--- src/rtl/int_branch_recovery_arbiter_pkg.sv ---
// Shared types and helpers for the integer branch recovery arbiter.
// Pointer and target widths here size the latched request struct.
package int_branch_recovery_arbiter_pkg;

    localparam int IBRA_AL_PTR_W = 6;
    localparam int IBRA_PC_W     = 32;

    typedef enum logic [1:0] {
        IDLE,
        PEND,
        RECOVER
    } IntBrArbState;

    typedef struct packed {
        logic [IBRA_AL_PTR_W-1:0] alPtr;
        logic [IBRA_PC_W-1:0]     target;
    } IntBrRecoveryReq;

    // Distance from the active-list head; wraps modulo the list depth.
    function automatic logic [IBRA_AL_PTR_W-1:0] alAge(
        input logic [IBRA_AL_PTR_W-1:0] ptr,
        input logic [IBRA_AL_PTR_W-1:0] head
    );
        return ptr - head;
    endfunction

endpackage

--- src/rtl/int_branch_recovery_arbiter_age_picker.sv ---
// int_br_age_picker: combinational oldest-of-N selector by active-list age.
// Ties go to the lowest lane index.
module int_br_age_picker
    import int_branch_recovery_arbiter_pkg::*;
#(
    parameter int NUM_LANES = 2,
    parameter int AL_PTR_W  = IBRA_AL_PTR_W,
    parameter int PC_W      = IBRA_PC_W,
    parameter int LANE_W    = (NUM_LANES > 1) ? $clog2(NUM_LANES) : 1
) (
    input  logic [AL_PTR_W-1:0]           head_i,
    input  logic [NUM_LANES-1:0]          valid_i,
    input  logic [NUM_LANES*AL_PTR_W-1:0] ptr_i,
    input  logic [NUM_LANES*PC_W-1:0]     target_i,
    output logic                          pick_valid_o,
    output logic [LANE_W-1:0]             pick_lane_o,
    output logic [AL_PTR_W-1:0]           pick_ptr_o,
    output logic [PC_W-1:0]               pick_target_o
);

    logic [AL_PTR_W-1:0] lane_age;
    logic [AL_PTR_W-1:0] best_age;

    always_comb begin
        pick_valid_o  = 1'b0;
        pick_lane_o   = '0;
        pick_ptr_o    = '0;
        pick_target_o = '0;
        best_age      = '0;
        lane_age      = '0;
        for (int i = 0; i < NUM_LANES; i++) begin
            lane_age = alAge(ptr_i[i*AL_PTR_W +: AL_PTR_W], head_i);
            if (valid_i[i] && (!pick_valid_o || lane_age < best_age)) begin
                pick_valid_o  = 1'b1;
                pick_lane_o   = LANE_W'(i);
                pick_ptr_o    = ptr_i[i*AL_PTR_W +: AL_PTR_W];
                pick_target_o = target_i[i*PC_W +: PC_W];
                best_age      = lane_age;
            end
        end
    end

endmodule

--- src/rtl/int_branch_recovery_arbiter.sv ---
// Holds the oldest integer-lane mispredict and sequences recovery.
// INT_BR_RECOVERY_ARB_PERF_EN adds saturating mispredict/pre-empt counters.
module int_branch_recovery_arbiter
    import int_branch_recovery_arbiter_pkg::*;
#(
    parameter int NUM_LANES = 2,
    parameter int AL_PTR_W  = IBRA_AL_PTR_W,
    parameter int PC_W      = IBRA_PC_W
) (
    input  logic                          clk,
    input  logic                          rst,
    input  logic [AL_PTR_W-1:0]           alHeadPtr,
    input  logic [NUM_LANES-1:0]          mispredValid,
    input  logic [NUM_LANES*AL_PTR_W-1:0] mispredAlPtr,
    input  logic [NUM_LANES*PC_W-1:0]     mispredTarget,
    input  logic                          recoveryAck,
    input  logic                          recoveryDone,
    output logic                          recoveryReq,
    output logic [AL_PTR_W-1:0]           recoveryAlPtr,
    output logic [PC_W-1:0]               recoveryTarget,
    output logic                          busy
`ifdef INT_BR_RECOVERY_ARB_PERF_EN
    ,
    output logic [31:0]                   perfMispredCount,
    output logic [31:0]                   perfPreemptCount
`endif
);

    localparam int LANE_W = (NUM_LANES > 1) ? $clog2(NUM_LANES) : 1;

    IntBrArbState    state_q, state_d;
    IntBrRecoveryReq req_q, req_d;
    logic            take;
    logic            preempt;

    logic                pickValid;
    logic [LANE_W-1:0]   pickLane;
    logic [AL_PTR_W-1:0] pickPtr;
    logic [PC_W-1:0]     pickTarget;

    int_br_age_picker #(
        .NUM_LANES (NUM_LANES),
        .AL_PTR_W  (AL_PTR_W),
        .PC_W      (PC_W)
    ) u_picker (
        .head_i        (alHeadPtr),
        .valid_i       (mispredValid),
        .ptr_i         (mispredAlPtr),
        .target_i      (mispredTarget),
        .pick_valid_o  (pickValid),
        .pick_lane_o   (pickLane),
        .pick_ptr_o    (pickPtr),
        .pick_target_o (pickTarget)
    );

    always_ff @(posedge clk or posedge rst) begin
        if (rst) begin
            state_q <= IDLE;
            req_q   <= '0;
        end else begin
            state_q <= state_d;
            req_q   <= req_d;
        end
    end

    always_comb begin
        state_d = state_q;
        req_d   = req_q;
        take    = 1'b0;
        preempt = 1'b0;
        unique case (state_q)
            IDLE: begin
                if (pickValid) begin
                    req_d   = '{alPtr: pickPtr, target: pickTarget};
                    state_d = PEND;
                    take    = 1'b1;
                end
            end
            PEND: begin
                if (recoveryAck) begin
                    state_d = RECOVER;
                end else if (pickValid &&
                    alAge(pickPtr, alHeadPtr) < alAge(req_q.alPtr, alHeadPtr)) begin
                    req_d   = '{alPtr: pickPtr, target: pickTarget};
                    preempt = 1'b1;
                end
            end
            RECOVER: begin
                if (recoveryDone) begin
                    state_d = IDLE;
                end
            end
            default: state_d = IDLE;
        endcase
    end

    always_comb begin
        recoveryReq    = (state_q == PEND);
        busy           = (state_q != IDLE);
        recoveryAlPtr  = req_q.alPtr;
        recoveryTarget = req_q.target;
    end

    a_pick_lane_valid: assert property (
        @(posedge clk) disable iff (rst) pickValid |-> mispredValid[pickLane]
    );

`ifdef INT_BR_RECOVERY_ARB_PERF_EN
    logic [31:0] perfMispred_q;
    logic [31:0] perfPreempt_q;

    always_ff @(posedge clk or posedge rst) begin
        if (rst) begin
            perfMispred_q <= '0;
            perfPreempt_q <= '0;
        end else begin
            if (take && perfMispred_q != '1) perfMispred_q <= perfMispred_q + 32'd1;
            if (preempt && perfPreempt_q != '1) perfPreempt_q <= perfPreempt_q + 32'd1;
        end
    end

    assign perfMispredCount = perfMispred_q;
    assign perfPreemptCount = perfPreempt_q;
`else
    logic unusedPerf;
    assign unusedPerf = take ^ preempt;
`endif

endmodule

--- config.mk ---
export PLATFORM = sky130hd
export DESIGN_NAME = int_branch_recovery_arbiter
export DESIGN_NICKNAME = d
export VERILOG_FILES = /design/src/rtl/int_branch_recovery_arbiter_pkg.sv /design/src/rtl/int_branch_recovery_arbiter_age_picker.sv /design/src/rtl/int_branch_recovery_arbiter.sv
export SDC_FILE = /design/constraint.sdc
export NUM_CORES = 1
export LEC_CHECK = 0
export CAP_MARGIN = 30
export CORE_ASPECT_RATIO = 0.8
export CORE_UTILIZATION = 43
export DETAILED_ROUTE_END_ITERATION = 7
export GPL_TIMING_DRIVEN = 0
export PLACE_DENSITY = 0.81
export SETUP_SLACK_MARGIN = 0.05
export SLEW_MARGIN = 20
export SYNTH_ARGS = -nofsm -noshare
export SYNTH_HDL_FRONTEND = slang
export SYNTH_HIERARCHICAL = 1
export SYNTH_SLANG_ARGS = --single-unit
--- constraint.sdc ---
create_clock -name clk -period 4 [get_ports clk]
set_input_delay 0.8 -clock clk [delete_from_list [all_inputs] [get_ports clk]]
set_output_delay 0.8 -clock clk [all_outputs]
set_load 0.1 [all_outputs]
==> qor.yml, run 1 <==
start_util_pct: 45.7
final_area_mm2: 0.00507
setup_viol: 38
grt_pass1_vias: 2897
rsz0062_at_grt: "true"
criticalPathCategory: "primary input to register"
drc: 0
synth-seq-area-share_pct: 33.3
synth_xor_area_share_pct: 4.37
cts_tree: "built"
cap_viol_max_count: 0
cts-root-buf: "clkbuf_8"
slowest_stage: "fa_2"
crit_path_end_kind: "register"
place_congestion: 0.882
cp-endpoint: "recoveryTarget[6]$_DFFE_PP0P_"
ys_warn_count: 6
r2r-start: "recoveryAlPtr[1]$_DFFE_PP0P_"
relSlewSlack_pct: 31.8
hold_buffers: 0
synth-seq-cells: 40
cp_max_fo: 8
core_mm2: 0.00657
place_area_mm2: 0.00444
die_x_um: 95.5
synth_fa_ha_area_share_pct: 15.2
required_ns: 4.18
fp-row-count: 26
status: "finished with violations"
dieArea_mm2: 0.00733
synth_top_family_by_area: "compound AO/OA/AOI/OAI gates"
htreeDepth: 2
dp_hpwl_um: 6380
syn_avg_cell_area_um2: 10.9
yosysUniqueCellTypes: 43
hold_violations: 0
max_stage_delay_ns: 0.34
stdcell_count: 511
io_buffers: 127
period_minus_slack_ns: 5.81
r2r-end: "recoveryTarget[6]$_DFFE_PP0P_"
synth_area_leaders: "dfrtp_1, ha_1, a22o_1"
syn_inst: 275
die_h_um: 76.8
synthArstFlopShare_pct: 100
gr-total-overflow: 0
clock_latency_ns: 0.29
rr_worst_depth: 13
arrival_ns: 5.99
layout.nets: 548
violations: "setup timing"
clock_skew_ns: 0.00764
critPathMostFrequentCell: "ha_4"
synth_compound_area_share_pct: 20.5
grt_start_max_net_pins: 31
yosysTopAreaCellShare_pct: 33.3
cp-startpoint: "mispredAlPtr[6]"
utilization_pct: 77.1
drtIter0Drc: 54
drt_first_pass_iters: 5
cp-start-kind: "primary input"
cts_sinks: 40
place.detailed.instances: 487
track_usage_pct: 24.3
fin_ws_ns: -1.81
dp_slack_ns: -3.01
drive_above_1_share_pct: 28.1
synthTopCellsByCount: "dfrtp_1, a22o_1, ha_1, inv_1, mux2_1"
clockBufferDepth: 2
finalMaxSlewViolations: 0
min_period_over_period_pct: 145
fmax_mhz: 172
syn-num-nets: 397
hp-class: "register to register"
dr_total_vias: 2778
ioPinCount: 128
insertedDiodeCount: 0
synth_edf_count: 0
drt-total-wl_um: 8920
wl_per_cell_um: 17.5
area_growth_pct: 68.6
grt_pass1_wl_um: 13900
synth.largest_area_cell: "dfrtp_1"
antenna_found_initial: 0
cts_buffers: 5
synth_flop_cell: "dfrtp_1"
syn_area_mm2: 0.00301
antenna_left: 0
synth-simple-area-share_pct: 6.33
yosysMostFrequentCell: "dfrtp_1"
clk_pin_slew_ns: 0.08
r2r_slack_ns: 0.60
synthMuxAreaShare_pct: 14.2
via_per_inst: 5.44
worst_pin_slew_ns: 1.02
[worst min path at each step]
stage | from | slack (ns) | cells past startpoint | to
6_report | recoveryTarget[3]$_DFFE_PP0P_ | 0.51 | 1 | recoveryTarget[3]$_DFFE_PP0P_
3_3_place_gp | recoveryTarget[31]$_DFFE_PP0P_ | 0.47 | 1 | recoveryTarget[31]$_DFFE_PP0P_
4_1_cts | recoveryTarget[11]$_DFFE_PP0P_ | 0.51 | 1 | recoveryTarget[11]$_DFFE_PP0P_
5_1_grt | recoveryTarget[23]$_DFFE_PP0P_ | 0.53 | 1 | recoveryTarget[23]$_DFFE_PP0P_
2_1_floorplan | state_q[1]$_DFFE_PP0P_ | 0.47 | 1 | state_q[0]$_DFFE_PP0P_
3_5_place_dp | recoveryTarget[29]$_DFFE_PP0P_ | 0.47 | 1 | recoveryTarget[29]$_DFFE_PP0P_
[cells by family (layout without fill, tap and decap cells)]
kind of cell | count (synthesis) | count (layout)
flops | 40 | 40
buf+inv | 34 | 186
compound gates | 79 | 79
xor+xnor | 15 | 15
simple gates | 35 | 35
fa+ha+maj | 34 | 34
mux | 38 | 38
[sequential cells by signal, indices dropped and copies added (netlist names)]
name and cells:
recoveryTarget 32, state_q 2, recoveryAlPtr 6
[repair_timing]
action / in CTS / in global routing
resized for setup: 68 / 46
endpoints found under the hold margin: 0 / 0
setup endpoints to repair: 38 / 38
gates cloned: 1 / 1
pin swaps: 22 / 29
buffers inserted: 12 / 6
[cells in the final DEF, fill, tap and decap left out, drive strengths merged, types with 3 or more instances in the layout]
| cell type | synthesis | routed |
|---|---|---|
| or2 | 3 | 3 |
| a22o | 38 | 38 |
| nor2 | 5 | 5 |
| fa | 4 | 4 |
| buf | 11 | 31 |
| a21oi | 5 | 5 |
| and2 | 5 | 5 |
| nand2 | 6 | 6 |
| dfrtp | 40 | 40 |
| xnor2 | 10 | 10 |
| clkbuf | 1 | 9 |
| a21o | 10 | 10 |
| nor3 | 3 | 3 |
| nor2b | 5 | 5 |
| clkdlybuf4s50 | 0 | 115 |
| mux2 | 37 | 37 |
| dlygate4sd2 | 0 | 4 |
| ha | 30 | 30 |
| xor2 | 5 | 5 |
| o21ai | 11 | 11 |
| inv | 22 | 21 |
[metal layers]
metal	track usage [%]	vias to the layer above	routed length (um)
met2	42.4	93	4460
met1	30.2	1354	3740
met4	5.22	0	124
li1	-	1321	-
met5	0	-	0
met3	5.65	10	596
[through the flow]
stage               hold WS [ns]  TNS [ns]
detailed placement         0.474   -111.84
global placement           0.467   -109.07
CTS                        0.514    -71.70
floorplan                  0.474    -65.37
global route               0.530    -77.34
finish                     0.510    -67.71
[critical path: cells and delay by family]
family | cells | cell delay (ns)
XOR/XNOR | 1 | 0.15
adder cells (fa/ha/maj) | 5 | 1.23
AO/OA/AOI/OAI | 12 | 2.40
multiplexers | 1 | 0.30
AND/OR/NAND/NOR | 2 | 0.30
buffers and inverters | 7 | 0.80
[layout make-up]
type	count	area (um2)
Sequential cell	40	1000
Inverter	22	103
Timing Repair Buffer	146	1470
Buffer	10	116
Clock inverter	3	42.5
Fill cell	420	1510
Clock buffer	5	68.8
Multi-Input combinational cell	201	2160
Tap cell	84	105
Power of run 1 is not shown: default switching activity piles up to over one toggle a cycle in this logic, so the estimate is an artifact.
==> inputs of run 2 (changes only) <==
Settings changed: CORE_UTILIZATION 43 to 26, PLACE_DENSITY 0.81 to not set.
==> qor.yml, run 2 (synthesis results as in run 1) <==
min_period_over_period_pct: 149  # +3.2 points
grt_pass1_vias: 2944  # +1.6%
clockBufferDepth: 2  # unchanged
antenna_found_initial: 0  # unchanged
dp_slack_ns: -3.02  # -0.00509 ns
drt_first_pass_iters: 4  # -1
drt-total-wl_um: 9470  # +6.2%
drt-met1-wl_um: 4210  # +12%
mostFrequentLayoutCells: "clkdlybuf4s50_1, dfrtp_1, a22o_1, mux2_4, buf_4"
cts-root-buf: "clkbuf_16"
place_congestion: 0.770  # -13%
clk_pin_slew_ns: 0.06  # -0.02 ns
fp-row-count: 34  # +31%
relSlewSlack_pct: 31.9  # +0.068 points
hold_violations: 0  # unchanged
area_growth_pct: 74.8
stdcell_count: 578  # +13%
antenna_left: 0  # unchanged
die_x_um: 122  # +28%
grt_start_max_net_pins: 23  # -26%
rsz0062_at_grt: "true"
cp-start-kind: "primary input"
arrival_ns: 6.10  # +0.11 ns
place.detailed.instances: 547  # +12%
route.met3.wl_um: 442  # -26%
utilization_pct: 47.5  # -30 points
track_usage_pct: 16.0  # -8.3 points
top_layer: "met4"
clock_skew_ns: 0.00676  # -0.000879 ns
max_stage_delay_ns: 0.33  # about the same
required_ns: 4.16  # -0.02 ns
drc: 0  # unchanged
gr-total-overflow: 0  # unchanged
insertedDiodeCount: 0  # unchanged
routed-wl-met2_um: 4780  # +7.3%
die_h_um: 98.2  # +28%
slowest_stage: "fa_2"
multiInputGateArea_mm2: 0.00215  # -0.17%
largest_register_ffs: 32  # unchanged
start_util_pct: 27.2  # -19 points
crit_path_end_kind: "register"
dp_hpwl_um: 7030  # +10%
violations: "setup timing"
wl_per_cell_um: 16.4  # -6.1%
hp-class: "register to register"
period_minus_slack_ns: 5.94  # +0.129 ns
status: "finished with violations"
criticalPathCategory: "primary input to register"
setup_viol: 38  # unchanged
grt_pass1_wl_um: 14900  # +7.5%
cap_viol_max_count: 0  # unchanged
io_buffers: 127  # unchanged
ioPinCount: 128  # unchanged
cts_buffers: 5  # unchanged
clock_latency_ns: 0.28  # about the same
seqCellArea_mm2: 0.00100  # unchanged
via_per_inst: 4.73  # -13%
worst_pin_slew_ns: 1.02  # -0.00102 ns
core_mm2: 0.0111  # +68%
hold_buffers: 0  # unchanged
finalMaxSlewViolations: 0  # unchanged
cts_sinks: 40  # unchanged
dieArea_mm2: 0.0120  # +64%
fmax_mhz: 168  # -2.2%
htreeDepth: 2  # unchanged
dr_total_vias: 2733  # -1.6%
final_common_cell: "clkdlybuf4s50_1"
layout.nets: 556  # +1.5%
cp_max_fo: 6  # -2
cts_tree: "built"
final.fill_count: 1039  # +150%
fin_ws_ns: -1.94  # -0.129 ns
drtIter0Drc: 64  # +19%
drive_above_1_share_pct: 28.6  # +0.47 points
[run 2: final cells by class]
class	count	share of cell area (%)
repair buffers	153	28.8
flip-flops and latches	40	19.1
well taps	144	3.43
plain buffers	11	2.33
multi-input cells	201	41.0
inverters	22	1.86
clock inverters	2	1.14
clock buffers	5	2.38
[run 2: routing by layer]
metal,vias to the layer above,GRT usage [%]
li1,1336,-
met1,1332,20.7
met2,59,27.5
met3,6,3.86
met4,0,2.06
met5,-,0
[run 2: final timing paths]
kind	startpoint	endpoint	slack, ns	cells past startpoint
worst max-delay path	mispredAlPtr[0]	recoveryTarget[13]$_DFFE_PP0P_	-1.94	30
worst min-delay path	recoveryTarget[14]$_DFFE_PP0P_	recoveryTarget[14]$_DFFE_PP0P_	0.49	1
worst max register to register	recoveryAlPtr[1]$_DFFE_PP0P_	recoveryTarget[13]$_DFFE_PP0P_	0.53	14
worst min register to register	recoveryTarget[14]$_DFFE_PP0P_	recoveryTarget[14]$_DFFE_PP0P_	0.49	1
max in group asynchronous	rst	state_q[1]$_DFFE_PP0P_	2.69	3
min in group asynchronous	rst	recoveryTarget[16]$_DFFE_PP0P_	0.84	2
[run 2: critical path, delay by kind of cell]
kind	cells	cell delay, ns
AOI/OAI and AO/OA	12	2.39
xor gates and xnor gates	1	0.13
adders and majority gates	5	1.21
buffers and inverters	8	0.84
muxes	1	0.30
and+or+nand+nor	3	0.42
[run 2: what timing repair did]
item                                    CTS  global route
pin swaps                                25            27
gates resized for setup                 101            19
cloned                                    2             0
endpoints found under the setup margin   38            38
setup buffers                            18             6
[run 2: metrics by stage]
stage	TNS (ns)	hold slack [ns]	cell area (um2)
after floorplan	-65.37	0.474	3050
after global placement	-105.83	0.468	4500
after detailed placement	-111.98	0.476	4520
after CTS	-74.32	0.492	5160
after global routing	-80.54	0.514	5250
final	-71.83	0.487	5250
Power of run 2 is left out for the same reason.
==> inputs of run 3 (changes only) <==
Settings changed: CTS_CLUSTER_SIZE set to 14.
==> results of run 3 <==
Final layout, timing and power as in run 2 (identical DEF).
Power of run 3 is left out for the same reason.
